$ cat src/rtl/mat_mult_ctrl.sv
// mat_mult_ctrl: operand buffers and sequencer for a 4x4 output-stationary
// systolic PE array. Clears, feeds, flushes, then drains C row-major.
module mat_mult_ctrl #(
    parameter int FLUSH_CYCLES = 7
) (
    input  logic        clk,
    input  logic        rst_n,
    input  logic        a_we,
    input  logic        b_we,
    input  logic [3:0]  wr_addr,
    input  logic [7:0]  wr_data,
    input  logic        start,
    output logic        busy,
    output logic        done,
    output logic [31:0] c_data,
    output logic        c_valid,
    input  logic        c_ready,
    output logic        c_last,
    output logic        pe_en,
    output logic        pe_clr_n,
    output logic [7:0]  pe_data0,
    output logic [7:0]  pe_data1,
    output logic [7:0]  pe_data2,
    output logic [7:0]  pe_data3,
    output logic [7:0]  pe_weight0,
    output logic [7:0]  pe_weight1,
    output logic [7:0]  pe_weight2,
    output logic [7:0]  pe_weight3,
    output logic [3:0]  pe_out_sel,
    input  logic [31:0] pe_result
);

    typedef enum logic [2:0] {
        IDLE,
        CLEAR,
        FEED,
        FLUSH,
        DRAIN
    } state_t;

    localparam logic [7:0] FLUSH_N = 8'(FLUSH_CYCLES);

    state_t          state;
    logic [7:0]      cnt;
    logic [4:0]      idx;
    logic [4:0]      idx_n;
    logic [1:0]      kk;
    logic [7:0]      a_buf [16];
    logic [7:0]      b_buf [16];
    logic [3:0][7:0] dat_q;
    logic [3:0][7:0] wgt_q;
    logic [3:0][7:0] fa;
    logic [3:0][7:0] fb;

    assign pe_data0   = dat_q[0];
    assign pe_data1   = dat_q[1];
    assign pe_data2   = dat_q[2];
    assign pe_data3   = dat_q[3];
    assign pe_weight0 = wgt_q[0];
    assign pe_weight1 = wgt_q[1];
    assign pe_weight2 = wgt_q[2];
    assign pe_weight3 = wgt_q[3];

    assign idx_n = idx + 5'd1;

    // Column k of A and row k of B for the next feed beat (k = 0 from CLEAR).
    always_comb begin
        kk = (state == FEED) ? cnt[1:0] : 2'd0;
        for (int i = 0; i < 4; i++) begin
            fa[i] = a_buf[{i[1:0], kk}];
            fb[i] = b_buf[{kk, i[1:0]}];
        end
    end

    // Operand buffers accept writes only while no job is running.
    always_ff @(posedge clk) begin
        if (state == IDLE) begin
            if (a_we) a_buf[wr_addr] <= wr_data;
            if (b_we) b_buf[wr_addr] <= wr_data;
        end
    end

    // Job sequencer: clear, feed, flush, then drain results with handshake.
    always_ff @(posedge clk) begin
        if (!rst_n) begin
            state      <= IDLE;
            cnt        <= '0;
            idx        <= '0;
            busy       <= 1'b0;
            done       <= 1'b0;
            c_data     <= '0;
            c_valid    <= 1'b0;
            c_last     <= 1'b0;
            pe_en      <= 1'b0;
            pe_clr_n   <= 1'b1;
            dat_q      <= '0;
            wgt_q      <= '0;
            pe_out_sel <= '0;
        end else begin
            done <= 1'b0;
            unique case (state)
                IDLE: begin
                    if (start) begin
                        state    <= CLEAR;
                        busy     <= 1'b1;
                        pe_clr_n <= 1'b0;
                    end
                end
                CLEAR: begin
                    state    <= FEED;
                    pe_clr_n <= 1'b1;
                    pe_en    <= 1'b1;
                    dat_q    <= fa;
                    wgt_q    <= fb;
                    cnt      <= 8'd1;
                end
                FEED: begin
                    if (cnt == 8'd4) begin
                        state <= FLUSH;
                        dat_q <= '0;
                        wgt_q <= '0;
                        cnt   <= 8'd1;
                    end else begin
                        dat_q <= fa;
                        wgt_q <= fb;
                        cnt   <= cnt + 8'd1;
                    end
                end
                FLUSH: begin
                    if (cnt == FLUSH_N) begin
                        state      <= DRAIN;
                        pe_en      <= 1'b0;
                        pe_out_sel <= '0;
                        idx        <= '0;
                    end else begin
                        cnt <= cnt + 8'd1;
                    end
                end
                DRAIN: begin
                    if (c_valid && c_ready && c_last) begin
                        state      <= IDLE;
                        c_valid    <= 1'b0;
                        c_last     <= 1'b0;
                        busy       <= 1'b0;
                        done       <= 1'b1;
                        pe_out_sel <= '0;
                    end else if (!idx[4] && (!c_valid || c_ready)) begin
                        c_data     <= pe_result;
                        c_valid    <= 1'b1;
                        c_last     <= (idx == 5'd15);
                        idx        <= idx_n;
                        pe_out_sel <= {idx_n[1:0], idx_n[3:2]};
                    end
                end
                default: state <= IDLE;
            endcase
        end
    end

endmodule

$ cat config.mk
export PLATFORM = sky130hd
export DESIGN_NAME = mat_mult_ctrl
export DESIGN_NICKNAME = d
export VERILOG_FILES = /design/src/rtl/mat_mult_ctrl.sv
export SDC_FILE = /design/constraint.sdc
export NUM_CORES = 1
export LEC_CHECK = 0
export CAP_MARGIN = 20
export CORE_UTILIZATION = 45
export CTS_CLUSTER_DIAMETER = 100
export CTS_CLUSTER_SIZE = 12
export DETAILED_ROUTE_END_ITERATION = 12
export GPL_TIMING_DRIVEN = 0
export PLACE_DENSITY = 0.66
export SYNTH_ARGS = -nofsm -noshare
export SYNTH_HDL_FRONTEND = slang
export SYNTH_SLANG_ARGS = --single-unit
$ cat constraint.sdc
create_clock -name clk -period 6 [get_ports clk]
set_input_delay 0.6 -clock clk [delete_from_list [all_inputs] [get_ports clk]]
set_output_delay 0.6 -clock clk [all_outputs]
set_load 0.01 [all_outputs]
Word-level counts from Yosys, hierarchy flattened. Memory sizes are Yosys's and may differ from the RTL's. Cells that the tools add are included.

Register bits: 122. Latch bits: 0. Memory bits (writable): 256. ROM bits: 0. Bits of input ports: 50. Output and inout bits: 106. Memories kept: 2.

Add/subtract/negate cells: 2. Multiply operators: 0. Divide/modulo/power cells: 0. Magnitude comparators: 0. Equal/unequal tests: 15. Shift operators: 0. Multiplexer cells: 39. Bitwise logic cells: 1. Reductions and logical operators: 24.

Memory list: a_buf (words 16, width 8, rd ports 4, clocked after Yosys merged registers in 0, wr ports 1, line 48) `logic [7:0] a_buf [16];`; b_buf (words 16, width 8, rd ports 4, clocked after Yosys merged registers in 0, wr ports 1, line 49) `logic [7:0] b_buf [16];`.

Operators by type and width (count): $pmux 32 s2 (2); $mux 32 (2); $pmux 8 s3 (1); $eq 8x3->1 const B (2); $mux 8 (2); $mux 1 (15); $mux 5 (3); $pmux 3 s5 (1); $mux 3 (4); $mux 4 (3); $ne 2x2->1 const B (6); $reduce_bool 2->1 (6); $pmux 5 s2 (1); $reduce_and 2->1 (5); $reduce_and 3->1 (3); $add 8x1->8 const B (1); $pmux 4 s2 (1); $reduce_and 4->1 (2); $eq 3x2->1 const B (2); $pmux 1 s2 (3); $add 5x1->5 const B (1); $eq 5x4->1 const B (1); $eq 3x1->1 const B (1); $eq 3x3->1 const B (1); 9 further kinds (12).

Logic depth before layout (Yosys ltp).
Word-level depth: 6. Gate-level depth with buffers: 7. Depth with buffers taken out: 6.

Worst setup path after synthesis. OpenSTA, ideal clock, no wires.

Path kind: input port to flip-flop. Start: input wr_addr[2]. End: memory b_buf[4][0], enable pin. Setup time: 0.383 ns. Arrival: 1.782 ns. Required time: 5.617 ns. Slack: 3.834 ns. Cell stages on the path: 4. Path buffers: 1. Cells stage by stage: clkbuf_1 -> nand2b_1 -> nand2b_1 -> nor3_1.

RTL lines: start: declaration (line 10) `input logic [3:0] wr_addr,`; end: declaration (line 49).

Straight into the memory's write port.

Final worst setup path.
Start: register state[2]. End: memory a_buf[11][7], enable pin.

Word-level cells in the longest chain between the ends: 3.

Ends and longest elaborated chain: start: declaration (line 43) `state_t state;`; start signal: assignment (line 86) `state <= IDLE;`; start signal: assignment (line 104) `state <= CLEAR;`; start signal: assignment (line 110) `state <= FEED;`; $logic_not 3->1 (line 77) `if (state == IDLE) begin`; $mux 1 (line 77); $mux 1 (not written as such) (line 78) `if (a_we) a_buf[wr_addr] <= wr_data;`; end: declaration (line 48).

No other way between the ends.

==> results.toml <==
[cells_and_area]
fin_area_um2 = 17000
finalNetCount = 1227
drive_gt1_frac = 0.129
fin_cells = 1589
finish.utilization = 0.571
diodes = 0
syn2layout_area_growth_pct = 24.3

[logic_synthesis]
synth.net_count = 1019
synth_common_cells = "edfxtp_1, nand2_1, o22ai_1"
yosysSeqAreaShare = 0.739
async_reset_ff_frac = 0
yosys.area.top_type = "edfxtp_1"
netlist_area_um2 = 13700
synthCells = 965
synth-seq-cells = 378
synth-edff-count = 256
syn_avg_cell_area_um2 = 14.2
yosys.cell_types.count = 50
synth_top_area_share = 0.561
synth_ff_type = "edfxtp_1"
yosysWarnings = 0
synthTopCellsByArea = "edfxtp_1, dfxtp_1, o22ai_1"
synth_most_common_cell = "edfxtp_1"

[clock_network]
htreeDepth = 2
post_cts_resized = 0
cts.sinks = 378
clk_path_buf_depth = 3
path_clk_slew_ns = 0.06
insertion_delay_ns = 0.51
hold_buffers = 0
root_buffer = "clkbuf_16"
post_cts_buffers = 0
cts_tree = "done"
cts_inserted_buffers = 37

[floorplanning]
ios = 156
start_util = 0.460
dieArea_um2 = 31200
die_w_um = 177
core_area_um2 = 29800
rows = 63
die_h_um = 177

[global_routing]
grt_first_pass_wirelength_mm = 48.7
track_usage = 0.204
grt_pass1_vias = 8616
grt_max_degree = 33
grt.overflow.total = 0
antenna_found_initial = 0

[critical_path]
critical_path_class = "register to register"
cp-end-kind = "register"
cp-start-kind = "register"
max_stage_delay_ns = 0.92
crit_buf_inv = 1
crit_chain = "buf_2, nor3_1, and2_1, nand3_1, nor2_1"
cp_slowest_cell = "nor2_1"
crit_arrival_ns = 2.92
cp_max_fo = 10
worstPathRequired_ns = 6.13
crit_family = "simple AND/OR/NAND/NOR gates"

[sta]
tns_ns = 0
fin_crit_ns = 2.79
hold_viol_final = 0
relSlewSlack = 0.219
grt_setup_unrepaired = "no"
setup_slack_ns = 3.21
worst_pin_slew_ns = 1.17
timing.final.crit_share = 0.466
finalSetupViolCount = 0
fin_hold_ws_ns = 0.452
max_freq_ghz = 0.358
final_max_slew_viol_count = 0
skew_ns = 0.0119

[power_and_ir_drop]
cellPowerDensity_nw_per_um2 = 315
vdd_drop_max_mv = 0.193
finalPower_mw = 5.36
p_leak_nw = 5.50

[placed_design]
portBuffers = 153
place.gp.congestion = 0.812
preCtsSetupSlack_ns = 3.05
dp.cells = 1522
dpl_cell_area_um2 = 15900
dp_hpwl_mm = 20.9

[route]
vias = 8778
avgViaCountPerCell = 5.52
drt_wl_total_mm = 31.8
wl_per_cell_um = 20.0
dr.pass1.iters = 5
ant_nets = 0
drt_iter0_markers = 546
drc = 0

[status]
status = "complete, no violations"

[min_path]
min_path_type = "register to register"

[flow_run]
drv_cap = 0
## logic make-up after synthesis
kind of cell	count (synthesis)	synth area share
multiplexers	2	0.00155
adder cells (fa/ha/maj)	4	0.00365
AO/OA/AOI/OAI	262	0.149
buffers and inverters	66	0.0234
AND/OR/NAND/NOR	246	0.0790
XOR/XNOR	7	0.00447
flip-flops	378	0.739
## state kept, by name, summed over array words and instances, names as in the netlist, 3 cells and up
name        count
pe_weight1      8
pe_data0        8
b_buf         128
a_buf         128
pe_weight0      8
pe_data2        8
cnt             8
pe_weight2      8
pe_out_sel      4
c_data         32
pe_data1        8
idx             5
pe_data3        8
state           3
pe_weight3      8
## area by class of cell
class                      count  area (µm²)
buffer                        60         298
clock buffer                  63        1070
clock inverter                 2        17.5
fill                        2395       12800
inverter                       6        22.5
multi-input combinational    521        3250
sequential                   378       10100
tap                          390         488
timing repair buffer         169        1750
## tightest hold or removal path: cells and delay by family, from the launching register on
| family | cells | cell delay, ns |
|---|---|---|
| flip-flops | 1 | 0.30 |
| AND/OR/NAND/NOR | 1 | 0.05 |
| AO/OA/AOI/OAI | 1 | 0.05 |
## path summary, 6_finish.rpt
kind	from	to	slack [ns]	cells after the start
worst max-delay path	state[2]	a_buf[11][7]	3.21	5
worst min register to register	c_data[29]	c_data[29]	0.45	2
worst max register to register	state[2]	a_buf[11][7]	3.21	5
worst min-delay path	c_data[29]	c_data[29]	0.45	2
## power by group
| group | switching, mW | leakage (nW) | total, mW | internal [mW] |
|---|---|---|---|---|
| Sequential | 0.0352 | 3.30 | 2.88 | 2.84 |
| Combinational | 0.198 | 1.68 | 0.363 | 0.165 |
| Clock | 0.917 | 0.518 | 2.13 | 1.21 |
## metal layers
metal  GRT usage  up-vias  routed length, µm
met5           0        -                  0
met4      0.0546        0                577
met3      0.0342       47               1870
met2       0.337      272              15300
met1       0.280     4340              14100
li1            -     4119                  -
## cell usage in the layout, fill, tap and decap left out, drive strengths merged, types with 3 or more instances in the layout
cell type / count
nor3: 13
xor2: 3
nand2b: 9
buf: 46
xnor2: 4
inv: 6
o21a: 6
nand3: 10
nand3b: 3
o22ai: 129
o21ai: 6
ha: 4
clkdlybuf4s50: 153
dfxtp: 122
and3: 4
edfxtp: 256
nand4: 6
a21oi: 42
clkbuf: 93
o31ai: 64
and2: 3
nor2: 38
or3: 3
o2bb2ai: 3
nand2: 148
Note: power is estimated with default switching activity, not from simulation.
